===== config.mk =====
export PLATFORM = sky130hd
export DESIGN_NAME = serial_adder
export DESIGN_NICKNAME = d
export VERILOG_FILES = /design/src/rtl/serial_adder_pkg.sv /design/src/rtl/FullAdderOneBit.sv /design/src/rtl/serial_adder.sv
export SDC_FILE = /design/constraint.sdc
export NUM_CORES = 1
export LEC_CHECK = 0
export ABC_AREA = 1
export ABC_CLOCK_PERIOD_IN_PS = 1600
export BUFFER_PORTS_ARGS = -buffer_cell sky130_fd_sc_hd__buf_2
export CAP_MARGIN = 20
export CELL_PAD_IN_SITES_DETAIL_PLACEMENT = 0
export CELL_PAD_IN_SITES_GLOBAL_PLACEMENT = 1
export CORE_ASPECT_RATIO = 0.8
export CORE_UTILIZATION = 41
export DETAILED_ROUTE_END_ITERATION = 6
export GPL_TIMING_DRIVEN = 1
export PLACE_DENSITY = 0.83
export SLEW_MARGIN = 20
export SYNTH_ARGS = -nofsm -noshare
export SYNTH_HDL_FRONTEND = slang
export SYNTH_SLANG_ARGS = --single-unit

===== constraint.sdc =====
create_clock -name clk -period 1.6 [get_ports clk]
set_input_delay 0.32 -clock clk [delete_from_list [all_inputs] [get_ports clk]]
set_output_delay 0.32 -clock clk [all_outputs]
set_load 0.03 [all_outputs]

===== src/rtl/serial_adder_pkg.sv =====
// Shared definitions for the bit-serial adder: FSM state encoding and the
// default operand width.
package serial_adder_pkg;

  localparam int WIDTH_DEFAULT = 8;

  typedef enum logic [1:0] {
    IDLE = 2'd0,
    RUN  = 2'd1,
    DONE = 2'd2
  } state_t;

endpackage


===== src/rtl/FullAdderOneBit.sv =====
// One-bit full adder shared across the codebase.
module FullAdderOneBit (
  input  logic a,
  input  logic b,
  input  logic c_in,
  output logic sum,
  output logic c_out
);

  // Plain combinational sum and majority carry
  assign sum   = a ^ b ^ c_in;
  assign c_out = (a & b) | (c_in & (a ^ b));

endmodule


===== src/rtl/serial_adder.sv =====
// Bit-serial adder: one bit position per clock, LSB first, through a single
// full adder. A result is published on sum/c_out together with a one-cycle
// done pulse, WIDTH edges after the accept edge.
module serial_adder
  import serial_adder_pkg::*;
#(
  parameter int WIDTH = WIDTH_DEFAULT
) (
  input  logic             clk,
  input  logic             rst_n,
  input  logic             start,
  input  logic [WIDTH-1:0] a,
  input  logic [WIDTH-1:0] b,
  input  logic             c_in,
  output logic             busy,
  output logic             done,
  output logic [WIDTH-1:0] sum,
  output logic             c_out
);

  // Counter is wide enough to hold WIDTH, so it never wraps mid-operation.
  localparam int              CNT_W    = $clog2(WIDTH + 1);
  localparam logic [CNT_W-1:0] LAST_BIT = CNT_W'(WIDTH - 1);

  state_t             state_q;
  logic [WIDTH-1:0]   a_q;
  logic [WIDTH-1:0]   b_q;
  logic [WIDTH-1:0]   res_q;
  logic [WIDTH-1:0]   res_shift;
  logic               carry_q;
  logic [CNT_W-1:0]   cnt_q;
  logic               fa_sum;
  logic               fa_cout;

  // New sum bit enters at the MSB end; after WIDTH shifts the first bit
  // computed has reached bit 0. Written as a shift of the concatenation so
  // WIDTH=1 needs no special case.
  assign res_shift = WIDTH'({fa_sum, res_q} >> 1);

  FullAdderOneBit u_fa (
    .a     (a_q[0]),
    .b     (b_q[0]),
    .c_in  (carry_q),
    .sum   (fa_sum),
    .c_out (fa_cout)
  );

  // Control FSM and datapath registers, with busy/done as registered outputs
  // NOTE: sequential state uses non-blocking assignments so every register
  // samples pre-edge values, exactly like the flops it describes.
  always_ff @(posedge clk or negedge rst_n) begin
    if (!rst_n) begin
      state_q <= IDLE;
      a_q     <= '0;
      b_q     <= '0;
      res_q   <= '0;
      carry_q <= 1'b0;
      cnt_q   <= '0;
      busy    <= 1'b0;
      done    <= 1'b0;
      sum     <= '0;
      c_out   <= 1'b0;
    end else begin
      case (state_q)
        IDLE: begin
          if (start) begin
            a_q     <= a;
            b_q     <= b;
            carry_q <= c_in;
            cnt_q   <= '0;
            busy    <= 1'b1;
            state_q <= RUN;
          end
        end
        RUN: begin
          a_q     <= a_q >> 1;
          b_q     <= b_q >> 1;
          carry_q <= fa_cout;
          res_q   <= res_shift;
          cnt_q   <= cnt_q + CNT_W'(1);
          if (cnt_q == LAST_BIT) begin
            sum     <= res_shift;
            c_out   <= fa_cout;
            done    <= 1'b1;
            state_q <= DONE;
          end
        end
        DONE: begin
          done    <= 1'b0;
          busy    <= 1'b0;
          state_q <= IDLE;
        end
        default: begin
          done    <= 1'b0;
          busy    <= 1'b0;
          state_q <= IDLE;
        end
      endcase
    end
  end

endmodule


==> results.tsv <==
stage	metric	value	unit
global_routing	grt_pass1_vias	1285	
clock_tree	postCtsSetupBuffers	0	
place	hpwl	2260	µm
clock_tree	cts.path.max_buffers	2	
run_status	outcome	completed	
power	cell_internal_pwr	2.28	mW
timing	slew_headroom	73.2	%
clock_tree	cts_tree	built	
place	port_buffers	30	
place	gp_congestion	0.715	
floorplanning	die_area	4560	µm²
power	p_per_area	1900	nW/µm²
setup_path	cp_max_fo	11	
synth	yosysSeqAreaShare	58.3	%
floorplanning	core-area	3950	µm²
finish	area_growth	16.0	%
clock_tree	hold_buffers	1	
hold_path	hold_class	input port to flip-flop	
setup_path	cpPeakStageDelay	400	ps
synth	synth_area_leaders	dfrtp_1, nand2_1, nand3_1, o21ai_0, buf_4	
power	ir_worst_vdd	0.762	mV
synth	yosysWarnings	0	
finish	stdcell_area	2040	µm²
drt	dr.pass1.iters	4	
synth	synth.most_common_cell	nand2_1	
finish	drive_gt1_share	20.1	%
synth	netlist.area_leader.share	58.3	%
power	sw_frac_of_total	41.2	%
synth	ys.flop_type	dfrtp_1	
floorplanning	die_y	60.6	µm
clock_tree	clk_pin_slew	70	ps
timing	post-route-min-period	1250	ps
drt	num_vias	1371	
finish	antenna-diode-count	0	
timing	report.final.slew_viol_count	0	
synth	netlist-cell-type-count	17	
drt	vias_per_cell	4.83	
clock_tree	cts.sinks	41	
timing	final_hold_viol_count	0	
run	max_cap_viol_count	0	
power	comb_power_share	38.1	%
drt	drtAntennaViolNets	0	
clock_tree	numCtsBuffers	5	
setup_path	cp_common_cell	nand2_1	
synth	synthesis.area	1760	µm²
setup_path	required	1780	ps
synth	synth_top_cell_by_area	dfrtp_1	
place	place_area	1950	µm²
floorplanning	fp-row-count	20	
power	switchingPower	1.59	mW
setup_path	arrival	1430	ps
global_routing	grt_max_degree	31	
global_routing	grt_use_total	17.8	%
global_routing	grt_antenna_before_repair	0	
power	p_leak	1.06	nW
synth	synth_commonest_cells	nand2_1, nand3_1, dfrtp_1	
synth	synth-edff-count	0	
setup_path	crit_slowest_cell	dfrtp_1	
timing	fin_crit_sh	78.3	%
clock_tree	clkLatencyLatePin	280	ps
synth	syn_avg_cell_area	8.98	µm²
setup_path	critPathKind	flip-flop to flip-flop	
timing	setup_viol	0	
power	power.share.clock	16.5	%
global_routing	grt_pass1_wl	5800	µm
clock_tree	post_cts_resized	0	
floorplanning	start_util	44.5	%
synth	synth_nets	218	
drt	drtIter0Drc	72	
timing	worst_slew_pin_slew	401	ps
timing	rsz0062_at_grt	false	
floorplanning	dieWidth	75.2	µm
setup_path	worstSetupStartpointType	flip-flop	
drt	wire_per_inst	11.8	µm
drt	route.detailed.drc	0	
hold_path	hold-path-cell-count	3	
setup_path	worst_setup_path_end_kind	flip-flop	
global_routing	globalRoute.totalOverflow	0	
finish	fin_nets	250	
floorplanning	ios	31	
synth	async_reset_ff_share	100	%
setup_path	crit_chain	ha_1 -> nand2_1 -> nor2_2 -> nand2_1 -> nand2_1 -> nand2_1	
timing	fmax	799	MHz
clock_tree	cts-root-buf	clkbuf_8	
synth	postSynthCellCount	196	
clock_tree	h-tree-depth	2	
timing	finClkSkew	3.12	ps
synth	ys_ff_latch	41	
setup_path	reg2regPathDepth	6	
power	power_frac_seq	45.4	%
timing	setup_tns	0	ps
drt	routed_wl	3350	µm
==> worst max-delay path, delay by kind of cell (launching register included) <==
family                   cells  cell delay [ps]
AND/OR/NAND/NOR              5              570
flip-flops                   1              400
adder cells (fa/ha/maj)      1              180
==> layout make-up <==
cell class	count	area (µm²)
Fill cell	399	1910
Sequential cell	41	1030
Multi-Input combinational cell	136	623
Timing Repair Buffer	36	210
Clock buffer	8	80.1
Tap cell	55	68.8
Inverter	8	32.5
==> state kept, by name, summed over array words and instances (netlist names) <==
name     flops
a_q          8
state_q      2
cnt_q        4
busy         1
res_q        7
carry_q      1
b_q          8
done         1
c_out        1
sum          8
==> worst paths after layout <==
check | end | startpoint | slack [ps]
max in group asynchronous | a_q[1] | rst_n | 650
min in group asynchronous | sum[1] | rst_n | 490
hold reg to reg | sum[4] | sum[4] | 470
setup reg to reg | sum[3] | cnt_q[0] | 350
setup / recovery | sum[3] | cnt_q[0] | 350
hold / removal | b_q[7] | b[7] | 230
==> logic make-up (layout without fill, tap and decap cells) <==
logic type               Yosys count  after routing  synth area share [%]
flip-flops                        41             41                  58.3
buffers and inverters             19             52                  6.26
adder cells (fa/ha/maj)            2              2                  1.85
AND/OR/NAND/NOR                  125            125                  31.0
AO/OA/AOI/OAI                      9              9                  2.56
==> power groups by stage <==
stage	clock network [mW]	registers (mW)	logic, mW
final	0.638	1.76	1.47
after global routing	0.709	1.82	1.70
after CTS	0.656	1.76	1.50
after detailed placement	0	1.77	1.48
after global placement	0	1.76	1.47
after floorplan	0	1.98	0.910
==> metal layers <==
layer,vias up,routed length (µm),GRT usage (%)
met4,0,46,7.94
met5,-,0,0
met2,35,1400,26.6
met3,5,172,4.98
li1,699,-,-
met1,632,1730,24.4
==> layout by cell type (no fill, tap or decap), drive strengths merged <==
cell         instances
ha                   1
buf                 35
dfrtp               41
o21ai                9
nand2               74
nor2                 3
clkbuf               8
nand3               47
fa                   1
dlygate4sd3          1
inv                  8
nand4                1
==> stage by stage <==
stage | utilization, % | power, mW | hold WS, ps | cells | worst slack, ps
after floorplan | - | 2.89 | 24.4 | 196 | 484
after CTS | 51.6 | 3.92 | 219 | 284 | 306
after detailed placement | 49.3 | 3.26 | 266 | 275 | 323
final | 51.6 | 3.87 | 226 | 284 | 348
after global routing | 51.6 | 4.22 | 224 | 284 | 153
after global placement | 49.3 | 3.23 | 270 | 275 | 350
No activity file was read; power rests on OpenSTA's default activity.
